===== src/rtl/imem_boot_loader.sv =====
// Boot loader: takes a length-prefixed, XOR-checksummed byte stream, writes
// little-endian words to imem from address 0, then releases the core PC.
module imem_boot_loader #(
  parameter int ADDR_W    = 9,
  parameter int MAX_WORDS = 128
) (
  input  logic              clk,
  input  logic              reset,
  input  logic              start,
  input  logic              in_valid,
  input  logic [7:0]        in_data,
  output logic              in_ready,
  output logic              we0,
  output logic [ADDR_W-1:0] wr_addr0,
  output logic [31:0]       wr_din0,
  output logic              resetpc,
  output logic              busy,
  output logic              done,
  output logic              error
);

  typedef enum logic [2:0] {IDLE, LEN0, LEN1, BYTE, WRITE, CSUM, RUN, ERR} state_t;

  state_t      state;
  logic [15:0] count;
  logic [15:0] word_idx;
  logic [1:0]  k;
  logic [23:0] word;
  logic [7:0]  csum;
  logic        xfer;

  assign xfer = in_valid && in_ready;

  // Status outputs are flops loaded from the next state, so they change
  // in the same cycle the state register does.
  always_ff @(posedge clk or posedge reset) begin
    state_t nxt;
    if (reset) begin
      state    <= IDLE;
      count    <= '0;
      word_idx <= '0;
      k        <= '0;
      word     <= '0;
      csum     <= '0;
      we0      <= 1'b0;
      wr_addr0 <= '0;
      wr_din0  <= '0;
      resetpc  <= 1'b0;
      in_ready <= 1'b0;
      busy     <= 1'b0;
      done     <= 1'b0;
      error    <= 1'b0;
    end else begin
      nxt = state;
      case (state)
        IDLE, RUN, ERR: if (start) begin
          nxt      = LEN0;
          csum     <= '0;
          word_idx <= '0;
          k        <= '0;
        end
        LEN0: if (xfer) begin
          count[7:0] <= in_data;
          csum       <= csum ^ in_data;
          nxt        = LEN1;
        end
        LEN1: if (xfer) begin
          count[15:8] <= in_data;
          csum        <= csum ^ in_data;
          if ({in_data, count[7:0]} > 16'(MAX_WORDS)) nxt = ERR;
          else if ({in_data, count[7:0]} == 16'd0)    nxt = CSUM;
          else                                         nxt = BYTE;
        end
        BYTE: if (xfer) begin
          csum <= csum ^ in_data;
          k    <= k + 2'd1;
          case (k)
            2'd0: word[7:0]   <= in_data;
            2'd1: word[15:8]  <= in_data;
            2'd2: word[23:16] <= in_data;
            default: begin
              wr_din0  <= {in_data, word};
              wr_addr0 <= ADDR_W'({word_idx, 2'b00});
              nxt      = WRITE;
            end
          endcase
        end
        WRITE: begin
          word_idx <= word_idx + 16'd1;
          k        <= '0;
          nxt      = (word_idx + 16'd1 == count) ? CSUM : BYTE;
        end
        CSUM: if (xfer) nxt = (in_data == csum) ? RUN : ERR;
        default: nxt = IDLE;
      endcase
      state    <= nxt;
      in_ready <= (nxt == LEN0) || (nxt == LEN1) || (nxt == BYTE) || (nxt == CSUM);
      busy     <= (nxt == LEN0) || (nxt == LEN1) || (nxt == BYTE) || (nxt == WRITE) || (nxt == CSUM);
      we0      <= (nxt == WRITE);
      resetpc  <= (nxt == RUN);
      done     <= (nxt == RUN);
      error    <= (nxt == ERR);
    end
  end

endmodule


===== config.mk =====
export PLATFORM = sky130hd
export DESIGN_NAME = imem_boot_loader
export DESIGN_NICKNAME = d
export VERILOG_FILES = /design/src/rtl/imem_boot_loader.sv
export SDC_FILE = /design/constraint.sdc
export NUM_CORES = 1
export LEC_CHECK = 0
export ABC_AREA = 1
export BUFFER_PORTS_ARGS = -buffer_cell sky130_fd_sc_hd__buf_2
export CAP_MARGIN = 0
export CORE_ASPECT_RATIO = 1.2
export CORE_MARGIN = 3
export CORE_UTILIZATION = 50
export DETAILED_ROUTE_END_ITERATION = 12
export GPL_TIMING_DRIVEN = 0
export PLACE_DENSITY = 0.77
export SYNTH_ARGS = -nofsm -noshare
export SYNTH_HDL_FRONTEND = slang
export SYNTH_SLANG_ARGS = --single-unit

===== constraint.sdc =====
create_clock -name clk -period 3.58 [get_ports clk]
set_clock_uncertainty 0.15 [all_clocks]
set_input_delay 0.179 -clock clk [delete_from_list [all_inputs] [get_ports clk]]
set_output_delay 0.179 -clock clk [all_outputs]
set_load 0.01 [all_outputs]

Word-level counts from Yosys, hierarchy flattened:

Cells that the tools add are included.

* logic and storage cells: 85
* register bits after elaboration: 113
* input port bits: 12
* output and inout bits: 47

* eq/ne operators: 21
* multiplexer cells: 19
* $lt $le $gt $ge: 1
* add/sub/neg operators: 2
* bitwise logic cells: 2
* reductions and logical operators: 24

Operators with widths (count)
* $pmux 16 s2: 1
* $mux 3: 9
* $eq 3x3->1 const B: 8
* $pmux 3 s6: 1
* $reduce_and 3->1: 6
* $add 16x1->16 const B: 1
* $eq 16x16->1: 1
* $gt 16x8->1 const B: 1
* $logic_not 16->1: 1
* $mux 16: 1
* $mux 8: 2
* $pmux 8 s2: 1
* $eq 3x2->1 const B: 4
* $reduce_or 3->1: 3
* $eq 8x8->1: 1
* $xor 8x8->8: 1
* $eq 3x1->1 const B: 2
* $pmux 2 s3: 1
* $reduce_and 2->1: 3
* $logic_or 1x1->1: 5
* $mux 2: 2
* $ne 2x2->1 const B: 2
* $reduce_bool 2->1: 2
* $logic_not 3->1: 1
* other kinds (9): 9

Longest topological paths before layout:

* depth after elaboration: 10
* depth in mapped cells: 17
* depth with buffers taken out: 17

Worst setup path after synthesis:

OpenSTA, ideal clock, no wires.

* kind: register -> register
* from: reg state[0]
* to: reg csum[0]
* cell stages (with the launch flop): 10
* required time: 3.302 ns
* setup slack: 1.624 ns
* path buffers: 1
* clock period less this slack: 1.956 ns
* setup time: 0.128 ns
* arrival time: 1.679 ns
* cells stage by stage: dfrtp_1 inv_1 nor2_1 inv_2 nor2_1 nor2_2 inv_2 a211oi_2 buf_2 mux2_1

* word-level cells in the longest chain between the ends: 4
* elaborated cells on any way between the ends: 13
* classes of those cells: 7 x eq/ne; 1 x mux; 5 x reduce/logical

RTL lines
* start, declared: RTL line 24 `state_t state;`
* start signal, assigned: RTL line 96 `state <= nxt;`
* $eq 3x3->1 (tied with other cells): RTL line 55 `case (state)`
* $reduce_or 3->1, on equally long branches
* $ne 2x2->1 (no source line) (tied with other cells)
* $reduce_and 3->1 (no source line)
* end signal, assigned: RTL line 64 `csum <= csum ^ in_data;`
* end signal, assigned: RTL line 69 `csum <= csum ^ in_data;`
* end signal, assigned: RTL line 75 `csum <= csum ^ in_data;`
* end, declared: RTL line 29 `logic [7:0] csum;`

Parallel ways exist; a longest one is shown, timed or not.
A chain may end at the register's enable or synchronous reset.

Worst setup path in the final report:

* from: reg word_idx[1]
* to: reg busy

* word-level cells in the longest chain between the ends: 9
* elaborated cells on any way between the ends: 13
* classes of those cells: 1 x add/sub; 6 x eq/ne; 2 x mux; 4 x reduce/logical

RTL lines
* start, declared: RTL line 26 `logic [15:0] word_idx;`
* start signal, assigned: RTL line 89 `word_idx <= word_idx + 16'd1;`
* $add 16x1->16 (*): RTL line 91 `nxt = (word_idx + 16'd1 == count) ? CSUM : BYTE;`
* $eq 16x16->1 (*): RTL line 91
* $mux 3 (*): RTL line 91
* $pmux 3 s6 (*): RTL line 55
* $eq 3x1->1 / $eq 3x2->1 (equally long branches): RTL line 98 `busy <= (nxt == LEN0) || (nxt == LEN1) || (nxt == BYTE) || (nxt == WRITE) || (nxt == CSUM);`
* $logic_or 1x1->1 (3 in a row): RTL line 98
* $logic_or 1x1->1 (*): RTL line 98
* end signal, assigned: RTL line 98
* end, declared: RTL line 17 `output logic busy,`

Every way passes the cells marked *; elsewhere a longest branch is shown, timed or not.

==> qor.csv <==
stage,metric,value,unit
floorplan,die height,119,µm
setup_path,CP max FO,9,
synthesis,ys flop type,dfrtp_1,
setup_path,worst path arrival time,2.50,ns
synthesis,Post-Syn Instances,665,
run,Max-Cap Viols,0,
timing,slew at the pin closest to its max-slew limit,0.651,ns
synthesis,synth warn,0,
synthesis,register area share after synthesis,0.529,
floorplan,# rows,40,
clocking,post-cts resize count,0,
clocking,clk buf depth,2,
grt,Global Route Usage Sum,0.238,
synthesis,asr flop ratio synth,1.00,
floorplan,I/O pin count,59,
pwr,Power Density,746,nW/µm²
pwr,Pleak,3.33,nW
timing,endpoints failing setup,0,
pwr,Max VDD drop,447,µV
clocking,Root Driver,clkbuf_16,
timing,Final Hold Vio Count,0,
setup_path,Worst Setup End Kind,register,
clocking,# hold bufs at CTS,3,
timing,fmax,422,MHz
clocking,CTS tree,done,
setup_path,CP Launch Type,register,
timing,fin crit share,0.662,
synthesis,number of synthesized register bits,113,
timing,Max Slew Vio Count,0,
place,IO buf count,56,
grt,antenna violations before repair,0,
synthesis,"EDFF count, synth",0,
route,mean routed wirelength per cell,15.1,µm
place,HPWL after DPL,9270,µm
worst_hold_path,hold crit path type,in -> reg,
floorplan,CORE AREA,10200,µm²
clocking,Worst-path clk slew,0.05,ns
synthesis,cell area after synthesis,5350,µm²
floorplan,Die Span X,100,µm
floorplan,Initial Util,0.524,
cells_and_area,filler instances,829,
clocking,cts bufs inserted,17,
grt,global route total overflow,0,
clocking,CTS HTree Levels,4,
timing,Slew Limit Headroom,0.566,
synthesis,Avg Inst Size Synth,8.04,µm²
clocking,worst skew pair latency,0.41,ns
clocking,post-CTS setup buffers,0,
place,Placed Area,5820,µm²
route,Vias,4767,
grt,first-pass GRT wire length,22400,µm
route,vias per cell,5.39,
setup_path,worst path required time,3.72,ns
grt,vias in the first global route,4765,
cells_and_area,Post-Layout Inst Area,6440,µm²
route,final antenna-violating net count,0,
grt,largest net degree at the start of global routing,68,
cells_and_area,Nets,762,
setup_path,CP Class,reg -> reg,
cells_and_area,antenna cells,0,
route,Starting DRT DRC Count,340,
cells_and_area,area grow syn2layout,20.4,%
timing,crit path time final,2.37,ns
floorplan,Die Area,12000,µm²
clocking,clk sink count,113,
timing,unrepaired setup endpoints after global routing,no,
synthesis,post-synthesis cell type count,32,
route,drt first pass iters,6,
place,Final Wtd Congestion,0.871,
timing,setup tns final,0,ns
cells_and_area,layout cells sized above 1,0.149,
run_status,status,"finished, final reports clean",
route,number of remaining DRC errors,0,
route,Routed WL,13300,µm
-- final cells by class --
type / instances / area [µm²] / area share
Inverter: 70 / 265 / 0.0412
Clock inverter: 11 / 130 / 0.0202
Multi-Input combinational cell: 464 / 2170 / 0.337
Timing Repair Buffer: 60 / 338 / 0.0525
Sequential cell: 113 / 2830 / 0.439
Clock buffer: 21 / 460 / 0.0715
Tap cell: 126 / 158 / 0.0245
Buffer: 19 / 88.8 / 0.0138
-- final timing paths --
| kind | from | slack (ns) | cells past startpoint | end |
|---|---|---|---|---|
| max reg2reg | word_idx[1] | 1.21 | 16 | busy |
| min in group asynchronous | reset | 0.26 | 3 | wr_addr0[5] |
| min | in_data[5] | 0.01 | 4 | csum[5] |
| max in group asynchronous | reset | 2.29 | 4 | csum[6] |
| max | word_idx[1] | 1.21 | 16 | busy |
| min reg2reg | word[11] | 0.32 | 2 | wr_din0[11] |
-- metrics by stage --
stage / setup slack (ns) / hold WS (ns) / power (mW) / util / std cells
after global routing: 0.936 / 0.0421 / 5.11 / 0.631 / 884
final: 1.21 / 0.0108 / 4.81 / 0.631 / 884
after global placement: -0.964 / 0.308 / 3.04 / 0.567 / 848
after floorplan: 0.264 / 0.265 / 2.74 / - / 666
after detailed placement: 1.24 / 0.157 / 3.12 / 0.570 / 849
after CTS: 1.23 / 0.00216 / 4.82 / 0.631 / 884
-- state kept, by name (all words and copies together), names as in the netlist --
register  flops
k             2
word         24
in_ready      1
count        16
wr_addr0      7
csum          8
we0           1
word_idx     16
error         1
done          1
state         3
wr_din0      32
busy          1
-- worst max-delay path, cell delays in order, from the launching register on --
cell	delay, ns
dfrtp_1	0.39
ha_1	0.21
nand2_1	0.11
nor2_4	0.22
nand2_1	0.09
nand2_1	0.09
nand2_1	0.08
nand2_1	0.07
nand2_1	0.08
nor2_1	0.11
nand2_1	0.05
nor2_1	0.13
nand3_1	0.11
nand2_2	0.09
nand4_1	0.09
nand2_2	0.12
nand2_1	0.05
-- routing by layer --
| metal | part of all wire | routed length (µm) | vias to the layer above | GRT usage |
|---|---|---|---|---|
| met1 | 0.40 | 5330 | 2250 | 0.285 |
| met2 | 0.51 | 6820 | 172 | 0.403 |
| li1 | - | - | 2301 | - |
| met4 | 0.030 | 405 | 0 | 0.113 |
| met3 | 0.058 | 770 | 44 | 0.0498 |
| met5 | 0 | 0 | - | 0 |
-- power breakdown --
part | internal (mW) | leakage, nW | total [mW] | switching [mW]
sequential | 1.62 | 1.51 | 1.87 | 0.251
combinational | 0.471 | 1.54 | 1.27 | 0.796
clock | 1.06 | 0.276 | 1.66 | 0.600
-- synthesized netlist by cell type (all sizes together) (5+ instances only) --
| cell type | n | area, µm² |
|---|---|---|
| o21ai | 75 | 375 |
| ha | 5 | 62.6 |
| o22ai | 8 | 50.1 |
| clkbuf | 13 | 48.8 |
| dfrtp | 113 | 2830 |
| nand3 | 50 | 255 |
| inv | 70 | 263 |
| xor2 | 5 | 43.8 |
| buf | 6 | 40.0 |
| nand4 | 16 | 100 |
| nand2 | 235 | 895 |
| nor2 | 46 | 208 |
-- kinds of logic (layout without fill, tap and decap cells) --
logic type	count (synthesis)	count (layout)	synth area share
AND/OR/NAND/NOR	354	354	0.281
flip-flops	113	113	0.529
AO/OA/AOI/OAI	90	90	0.0890
buffers and inverters	89	181	0.0658
XOR/XNOR	9	9	0.0147
adder cells (fa/ha/maj)	5	5	0.0117
multiplexers	4	4	0.00843
other	1	2	0.000702
-- cells in the final DEF, fill, tap and decap left out, types with 8 or more instances in the layout --
cell         n
nand4_1     16
o21ai_0     74
clkbuf_16   17
nand2_1    230
buf_2       58
nor2_1      40
o22ai_1      8
dfrtp_1    113
nand3_1     49
inv_1       65
clkbuf_1    15
Note: power is estimated with default switching activity, not from simulation.
